### src/rtl/vga_pkg.sv
// Shared types and constants for the VGA sync monitor: the coordinate width,
// the lock FSM states and a saturating counter helper.
package vga_pkg;

   typedef logic [10:0] coord_t;

   typedef enum logic [1:0] {
      SEARCH,
      CHECK,
      LOCKED
   } lock_state_e;

   localparam coord_t CNT_MAX = 11'd2047;

   function automatic coord_t sat_inc(input coord_t v);
      return (v == CNT_MAX) ? v : v + 11'd1;
   endfunction

endpackage

### src/rtl/vga_edge_det.sv
// One-cycle registered copy of a sync input with fall/rise pulses.
// The delayed copy resets high so an input that is low out of reset reads as a fall.
module vga_edge_det (
   input  logic clk,
   input  logic rst,
   input  logic din,
   output logic fall,
   output logic rise
);

   logic dly;

   // NOTE: registers use non-blocking assignments so every flop samples pre-edge values.
   always_ff @(posedge clk) begin
      if (rst) dly <= 1'b1;
      else     dly <= din;
   end

   assign fall = dly & ~din;
   assign rise = ~dly & din;

endmodule

### src/rtl/vga_sync_monitor.sv
// Measures an active-low hs/vs stream, locks onto stable timing and regenerates
// active-region pixel coordinates with a data enable.
module vga_sync_monitor
   import vga_pkg::*;
#(
   parameter coord_t H_START     = 11'd113,
   parameter coord_t H_ACTIVE    = 11'd511,
   parameter coord_t V_START     = 11'd18,
   parameter coord_t V_ACTIVE    = 11'd383,
   parameter int     LOCK_FRAMES = 2
) (
   input  logic        clk_vga,
   input  logic        rst,
   input  logic        hs,
   input  logic        vs,
   output logic [10:0] x,
   output logic [10:0] y,
   output logic        de,
   output logic        locked,
   output logic        frame_start,
   output logic [10:0] h_period,
   output logic [10:0] h_sync_w,
   output logic [10:0] v_lines,
   output logic [10:0] v_sync_w
);

   logic        hs_fall, hs_rise, vs_fall, vs_rise;
   coord_t      h_pos, v_pos, h_low, v_low;
   coord_t      ref_h_period, ref_v_lines;
   coord_t      h_meas, v_meas;
   logic        h_mis, frame_bad, timeout, snap;
   lock_state_e state, state_next;
   logic [7:0]  match_cnt, match_cnt_next;
   logic [11:0] h_end, v_end;
   logic        in_h, in_v, de_next;

   vga_edge_det u_hs_edge (.clk(clk_vga), .rst(rst), .din(hs), .fall(hs_fall), .rise(hs_rise));
   vga_edge_det u_vs_edge (.clk(clk_vga), .rst(rst), .din(vs), .fall(vs_fall), .rise(vs_rise));

   assign h_meas  = h_pos + 11'd1;
   assign v_meas  = v_pos + {10'd0, hs_fall};
   assign h_mis   = hs_fall && (h_meas != ref_h_period);
   assign timeout = (h_pos == CNT_MAX) || (v_pos == CNT_MAX);

   always_ff @(posedge clk_vga) begin
      if (rst) begin
         h_pos        <= '0;
         v_pos        <= '0;
         h_low        <= '0;
         v_low        <= '0;
         h_period     <= '0;
         h_sync_w     <= '0;
         v_lines      <= '0;
         v_sync_w     <= '0;
         frame_start  <= 1'b0;
         frame_bad    <= 1'b0;
         ref_h_period <= '0;
         ref_v_lines  <= '0;
      end else begin
         h_pos <= hs_fall ? '0 : sat_inc(h_pos);
         if (hs_fall) h_period <= h_meas;
         // The fall cycle itself is the first low clock, so the width starts at 1.
         if (hs_fall)  h_low <= 11'd1;
         else if (!hs) h_low <= sat_inc(h_low);
         if (hs_rise) h_sync_w <= h_low;

         if (vs_fall) begin
            v_lines <= v_meas;
            v_pos   <= '0;
         end else if (hs_fall) begin
            v_pos <= sat_inc(v_pos);
         end
         if (vs_fall)                v_low <= {10'd0, hs_fall};
         else if (hs_fall && !vs)    v_low <= sat_inc(v_low);
         if (vs_rise) v_sync_w <= v_low;

         frame_start <= vs_fall;
         if (vs_fall)    frame_bad <= 1'b0;
         else if (h_mis) frame_bad <= 1'b1;

         if (snap) begin
            ref_h_period <= hs_fall ? h_meas : h_period;
            ref_v_lines  <= v_meas;
         end
      end
   end

   always_comb begin
      // NOTE: every output of this block gets a default first so no latch is inferred.
      state_next     = state;
      match_cnt_next = match_cnt;
      snap           = 1'b0;
      if (timeout) begin
         state_next = SEARCH;
      end else begin
         case (state)
            SEARCH: if (vs_fall) begin
               state_next     = CHECK;
               snap           = 1'b1;
               match_cnt_next = 8'd1;
            end
            CHECK: if (vs_fall) begin
               if (frame_bad || h_mis || (v_meas != ref_v_lines)) begin
                  snap           = 1'b1;
                  match_cnt_next = 8'd1;
               end else if ((match_cnt + 8'd1) >= 8'(LOCK_FRAMES)) begin
                  state_next = LOCKED;
               end else begin
                  match_cnt_next = match_cnt + 8'd1;
               end
            end
            LOCKED: if (h_mis || (vs_fall && (v_meas != ref_v_lines))) state_next = SEARCH;
            default: state_next = SEARCH;
         endcase
      end
   end

   always_ff @(posedge clk_vga) begin
      if (rst) begin
         state     <= SEARCH;
         match_cnt <= '0;
         locked    <= 1'b0;
      end else begin
         state     <= state_next;
         match_cnt <= match_cnt_next;
         locked    <= (state_next == LOCKED);
      end
   end

   assign h_end   = {1'b0, H_START} + {1'b0, H_ACTIVE};
   assign v_end   = {1'b0, V_START} + {1'b0, V_ACTIVE};
   assign in_h    = (h_pos >= H_START) && ({1'b0, h_pos} < h_end);
   assign in_v    = (v_pos >= V_START) && ({1'b0, v_pos} < v_end);
   // Qualified with the next lock state so de drops in the same cycle as locked.
   assign de_next = (state_next == LOCKED) && in_h && in_v;

   always_ff @(posedge clk_vga) begin
      if (rst) begin
         de <= 1'b0;
         x  <= '0;
         y  <= '0;
      end else begin
         de <= de_next;
         x  <= de_next ? h_pos - H_START : '0;
         y  <= de_next ? v_pos - V_START : '0;
      end
   end

endmodule

### config.mk
export PLATFORM = sky130hd
export DESIGN_NAME = vga_sync_monitor
export DESIGN_NICKNAME = d
export VERILOG_FILES = /design/src/rtl/vga_pkg.sv /design/src/rtl/vga_edge_det.sv /design/src/rtl/vga_sync_monitor.sv
export SDC_FILE = /design/constraint.sdc
export NUM_CORES = 1
export LEC_CHECK = 0
export ABC_AREA = 1
export BUFFER_PORTS_ARGS = -buffer_cell sky130_fd_sc_hd__buf_2
export CORE_MARGIN = 4
export CORE_UTILIZATION = 63
export CTS_CLUSTER_DIAMETER = 100
export DETAILED_ROUTE_END_ITERATION = 10
export PLACE_DENSITY = 0.85
export SKIP_CTS_REPAIR_TIMING = 1
export SKIP_LAST_GASP = 1
export SYNTH_ARGS = -nofsm -noshare
export SYNTH_HDL_FRONTEND = slang
export SYNTH_SLANG_ARGS = --single-unit
### constraint.sdc
create_clock -name clk_vga -period 10.2 [get_ports clk_vga]
set_clock_uncertainty 0.2 [all_clocks]
set_input_delay 2.55 -clock clk_vga [delete_from_list [all_inputs] [get_ports clk_vga]]
set_output_delay 2.55 -clock clk_vga [all_outputs]
set_load 0.05 [all_outputs]
# After elaboration in Yosys (flattened, before gate mapping)
# Cells that the tools add are included.
[totals] register_bits=148 latch_bits=0 ram_bits=0 rom_bits=0 inputBits=4 memories=0
[op_classes] add_sub_neg=8 multipliers=0 div_mod_pow=0 magnitude_cmp=5 n_eq_ne=15 shift=0 muxes=24 bitwise=13 n_reduce_logical=24
[ops] op="adder 11 x 1 -> 11 bit, second input constant" count=4
[ops] op="== test 11 bit, second input constant" count=4
[ops] op="two-way mux 8 bit" count=4
[ops] op="!= test 11 bit" count=2
[ops] op="one-hot mux 8 bit (2 select lines)" count=1
[ops] op="two-way mux 2 bit" count=6
[ops] op="adder 11 x 1 -> 11 bit" count=1
[ops] op="greater-or-equal comparator 11 x 5 -> 1 bit, second input constant" count=1
[ops] op="greater-or-equal comparator 11 x 7 -> 1 bit, second input constant" count=1
[ops] op="less-than comparator 11 x 10 -> 1 bit, second input constant" count=1
[ops] op="less-than comparator 11 x 9 -> 1 bit, second input constant" count=1
[ops] op="two-way mux 11 bit" count=1
[ops] op="subtractor 11 x 5 -> 11 bit, second input constant" count=1
[ops] op="subtractor 11 x 7 -> 11 bit, second input constant" count=1
[ops] op="two-way mux 1 bit" count=10
[ops] op="AND reduction 2 bit" count=5
[ops] op="NOT 1 bit" count=9
[ops] op="adder 8 x 1 -> 8 bit, second input constant" count=1
[ops] op="greater-or-equal comparator 8 x 2 -> 1 bit, second input constant" count=1
[ops] op="!= test 2 bit, second input constant" count=4
[ops] op="logical AND 1 bit" count=7
[ops] op="one-hot mux 2 bit (3 select lines)" count=1
[ops] op="OR reduction 2 bit" count=3
[ops] op="AND reduction 5 bit" count=1
[ops] op="10 further kinds" count=18

# Longest topological paths before layout
[logic_depth] word_depth=14 depth_mapped=22 depth_no_buf=20

# Cells and area by module
# Synthesis repeated with hierarchy kept, for this count alone.
[unflattened] hier_cells=939 hier_area_um2=6755.2
[by_module_without_submodules] mod="vga_sync_monitor" n_inst=1 cells_each=925 area_per_inst_um2=6670.1
[by_module_without_submodules] mod="vga_edge_det" n_inst=2 cells_each=7 area_per_inst_um2=42.5

# Worst setup path before layout
# OpenSTA, ideal clock, no wires.
[synth_path] kind="input port to flip-flop" start="input hs" end="register ref_h_period[0]" setup_ns=0.113 t_arrival_ns=4.975 required_time_ns=9.887 setup_slack_ns=4.912 path_stages=20 path_cell_list="nor2_1 > clkbuf_1 > ha_1 > ha_1 > inv_1 > nor2_4 > nand2_2 > nand2_1 > nand2_1 > nand2_1 > nand3_1 > nor2_1 > nand2_1 > nor2_1 > nand4_1 > nand2_1 > inv_2 > buf_2 > nor2_1 > nor2_1"
[synth_between] elab_chain_len=9
[synth_lines] element="from (decl)" line="vga_sync_monitor.sv:14" source="input logic hs,"
[synth_lines] element="NOT 1 bit *" line="vga_edge_det.sv:19" source="assign fall = dly & ~din;"
[synth_lines] element="AND 1 bit *" line="vga_edge_det.sv:19"
[synth_lines] element="adder 11 x 1 -> 11 bit / logical AND 1 bit (equally long branches)" line="vga_sync_monitor.sv:41, vga_sync_monitor.sv:42"
[synth_lines] element="!= test 11 bit / logical OR 1 bit (equally long branches)" line="vga_sync_monitor.sv:103" source="if (frame_bad || h_mis || (v_meas != ref_v_lines)) begin"
[synth_lines] element="logical OR 1 bit" line="vga_sync_monitor.sv:103"
[synth_lines] element="two-way mux 1 bit" line="vga_sync_monitor.sv:103"
[synth_lines] element="two-way mux 1 bit" line="vga_sync_monitor.sv:102" source="CHECK: if (vs_fall) begin"
[synth_lines] element="one-hot mux 1 bit (2 select lines)" line="vga_sync_monitor.sv:96" source="case (state)"
[synth_lines] element="two-way mux 1 bit" line="vga_sync_monitor.sv:93" source="if (timeout) begin"
[synth_lines] element="to (signal assigned)" line="vga_sync_monitor.sv:82" source="ref_h_period <= hs_fall ? h_meas : h_period;"
[synth_lines] element="to (decl)" line="vga_sync_monitor.sv:29" source="coord_t ref_h_period, ref_v_lines;"
# Mark *: on every way between the ends. The rest lies on a longest branch, timed or not.
# A chain may end at the register's enable or synchronous reset.

# Worst setup path in the final report
[layout_path] start="input hs" end="register ref_v_lines[10]"
[layout_between] elab_chain_len=9
[layout_lines] element="NOT 1 bit *" line="vga_edge_det.sv:19"
[layout_lines] element="AND 1 bit *" line="vga_edge_det.sv:19"
[layout_lines] element="adder 11 x 1 -> 11 bit / logical AND 1 bit (equally long branches)" line="vga_sync_monitor.sv:41, vga_sync_monitor.sv:42"
[layout_lines] element="!= test 11 bit / logical OR 1 bit (equally long branches)" line="vga_sync_monitor.sv:103"
[layout_lines] element="logical OR 1 bit" line="vga_sync_monitor.sv:103"
[layout_lines] element="two-way mux 1 bit" line="vga_sync_monitor.sv:103"
[layout_lines] element="two-way mux 1 bit" line="vga_sync_monitor.sv:102"
[layout_lines] element="one-hot mux 1 bit (2 select lines)" line="vga_sync_monitor.sv:96"
[layout_lines] element="two-way mux 1 bit" line="vga_sync_monitor.sv:93"
[layout_lines] element="to (signal assigned)" line="vga_sync_monitor.sv:83" source="ref_v_lines <= v_meas;"
[layout_lines] element="to (decl)" line="vga_sync_monitor.sv:29"
# Marks and branches as above.

==> flow_summary.json <==
{
  "synthCells": 942,
  "die_area_um2": 12540,
  "cpPeakStageDelay_ps": 380,
  "async_reset_ff_share_pct": 0,
  "crit-reg2reg-capture": "ref_v_lines[10]",
  "boundaryPins": 73,
  "crit_top_cell": "sky130_fd_sc_hd__nand2_1",
  "stdcell_area_um2": 7744,
  "via_per_inst": 5.295,
  "num-nets-final": 1020,
  "cts_tree": "yes",
  "clock_tree.htree_level_count": 4,
  "place.detailed.hpwl_mm": 10.49,
  "totalPowerFinal_mw": 1.316,
  "initial_cell_density_of_the_core_pct": 65.38,
  "first_pass_grt_wire_length_mm": 26.09,
  "detail-route-antenna-nets": 0,
  "numClockSinks": 148,
  "critPathMaxFanout": 31,
  "critical_path_class": "input port to register",
  "clock_latency_ps": 520,
  "dieWidth_um": 112.0,
  "synth_top_cells_by_count": "sky130_fd_sc_hd__nand2_1, sky130_fd_sc_hd__dfxtp_1, sky130_fd_sc_hd__inv_1",
  "grt_antenna_before_repair": 0,
  "antenna_cells": 0,
  "timing.hold.worst_path_depth": 2,
  "seqCellArea_um2": 2963,
  "synth.largest_area_cell": "sky130_fd_sc_hd__dfxtp_1",
  "first_global_vias": 5664,
  "timing.critical_path.max_delay_family": "simple AND/OR/NAND/NOR gates",
  "vdd.ir_drop.worst_mv": 0.1181,
  "worst-r2r-setup-slack_ps": 6440,
  "syn_avg_cell_area_um2": 7.230,
  "finalSetupViolCount": 0,
  "hold_start": "match_cnt[5]",
  "layout-drive-gt1-share_pct": 14.48,
  "clk_pin_slew_worst_paths_ps": 60,
  "static-leakage-power_nw": 3.555,
  "place_area_um2": 7183,
  "maxCapViolations": 0,
  "routed-via-count": 6095,
  "yosysUniqueCellTypes": 40,
  "synthesis.yosys.warnings": 0,
  "synthFlopType": "sky130_fd_sc_hd__dfxtp_1",
  "detailedRoute.firstPassIterationCount": 5,
  "ys_seq_elements": 148,
  "hold_viol": 0,
  "max_clock_freq_mhz": 182.0,
  "grt_overflow_total": 0,
  "die_h_um": 112.0,
  "post_route_fraction_of_the_period_consumed_by_the_critical_path_pct": 53.86,
  "terminating_pin_of_the_worst_hold_path": "match_cnt[5]",
  "relSlewSlack_pct": 32.80,
  "core.rowCount": 37,
  "worst_pin_slew_ps": 1007,
  "route.detailed.wl_per_inst_um": 13.26,
  "syn-cell-area_um2": 6810,
  "cts.path.max_buffers": 2,
  "run_status": "completed",
  "power.density_nw_per_um2": 169.9,
  "seq_area_frac_synth_pct": 43.51,
  "place_congestion": 0.8921,
  "grt_start_max_net_pins": 47,
  "fp.coreArea_um2": 10420,
  "drv_slew": 0,
  "ys_top_cells_by_area": "sky130_fd_sc_hd__dfxtp_1, sky130_fd_sc_hd__nand2_1, sky130_fd_sc_hd__inv_1",
  "grt_use_total_pct": 25.00,
  "crit-reg2reg-launch": "h_pos[0]",
  "synth_enable_flop_cells": 0,
  "hold_class": "register to register",
  "multi_input_area_um2": 3224,
  "worst_setup_path_end_kind": "register",
  "cts_root_buffer": "sky130_fd_sc_hd__clkbuf_8",
  "detail_route.iter0.violations": 557,
  "synth.top_cell.area_share_pct": 43.51,
  "cp.buffers_inverters": 4,
  "rsz0062_at_grt": "no",
  "io_buffer_count": 72,
  "drt_drc_violations_left": 0,
  "net_count_of_the_mapped_netlist": 960,
  "worst_r2r_path_depth": 14,
  "critPathRequiredTime_ps": 10400,
  "numCtsBuffers": 17,
  "syn2layout_area_growth_pct": 13.71,
  "wl_mm": 15.26,
  "critical_path_source_type": "input port",
  "totalNegativeSetupSlack_ps": 0,
  "most_numerous_cell_in_the_yosys_netlist": "sky130_fd_sc_hd__nand2_1",
  "min_period_ps": 5494,
  "worst-endpoint-arrival_ps": 5700,
  "fillers": 828,
  "timing.critical_path.cells": "buf_2 > nor2_1 > buf_4 > ha_1 > ha_1 > inv_1 > nor2_4 > nand2_2 > nand2_1 > nand2_1 > nand2_1 > nand3_1 > nor2_1 > nand2_1 > nor2_1 > nand4_1 > nand2_1 > inv_2 > o21ai_0 > nor2_1",
  "crit_path_top_delay_cell": "sky130_fd_sc_hd__nand2_1"
}
[worst max path at each step]
stage	start	end	depth (start not counted)
floorplan	hs	ref_h_period[0]	20
global placement	hs	ref_v_lines[10]	20
detailed placement	hs	ref_v_lines[10]	20
CTS	hs	ref_v_lines[10]	20
global route	hs	x[10]	19
finish	hs	ref_v_lines[10]	20
[tightest hold or removal path, cell delays in order, from the launching register on]
cell                      delay, ps
sky130_fd_sc_hd__dfxtp_1        310
sky130_fd_sc_hd__inv_1           60
sky130_fd_sc_hd__nor3_1          50
[where the power goes]
| part | switching (mW) | internal (mW) |
|---|---|---|
| Clock | 0.261 | 0.331 |
| Combinational | 0.0834 | 0.0315 |
| Sequential | 0.0131 | 0.596 |
[registers in the layout (all words and copies together), names as in the netlist]
signal / cells
state: 2
v_low: 11
u_vs_edge.dly: 1
y: 11
frame_bad: 1
h_low: 11
x: 11
v_pos: 11
v_sync_w: 11
frame_start: 1
locked: 1
v_lines: 11
de: 1
h_pos: 11
u_hs_edge.dly: 1
h_sync_w: 11
ref_v_lines: 11
match_cnt: 8
ref_h_period: 11
h_period: 11
[logic make-up after synthesis]
group | count (synthesis) | share of synthesized area [%]
and+or+nand+nor | 447 | 29.01
xor gates and xnor gates | 28 | 3.803
AOI/OAI and AO/OA | 150 | 11.63
DFF | 148 | 43.51
buffers and inverters | 153 | 9.186
adders and majority gates | 14 | 2.572
muxes | 2 | 0.2940
[stage by stage]
stage                     hold slack, ps  instances  setup WS [ps]  util (%)
after floorplan                    231.9        942           4912         -
after global placement             237.0       1119           4345     68.96
after detailed placement           250.9       1119           4252     68.96
after CTS                          259.5       1151           4759     74.34
after global routing               283.7       1151           4356     74.34
final                              258.7       1151           4706     74.34
[placed cells by master (no fill, tap or decap), drive strengths merged, types with 14 or more instances in the layout]
master	netlist	layout
dfxtp	148	148
clkbuf	18	18
a21oi	60	60
inv	120	127
ha	14	14
nand3	65	65
nor2	143	143
nand4	18	18
nor3	16	16
buf	15	74
xor2	23	23
o21ai	78	78
nand2	193	193
[cell type report]
class	instances	area share, %
inverters	120	5.817
multi-input cells	641	41.64
well taps	136	2.197
flip-flops and latches	148	38.26
clock buffers	18	5.397
clock inverters	14	1.842
repair buffers	74	4.847
[routing by layer]
metal  up-vias  GRT usage, %  routed length [um]
li1       3131             -                   -
met1      2739         33.09                7075
met2       203         41.53                7084
met3        22         5.109                 888
met4         0         7.292                 211
met5         -             0                   0
No activity file was read; power rests on OpenSTA's default activity.
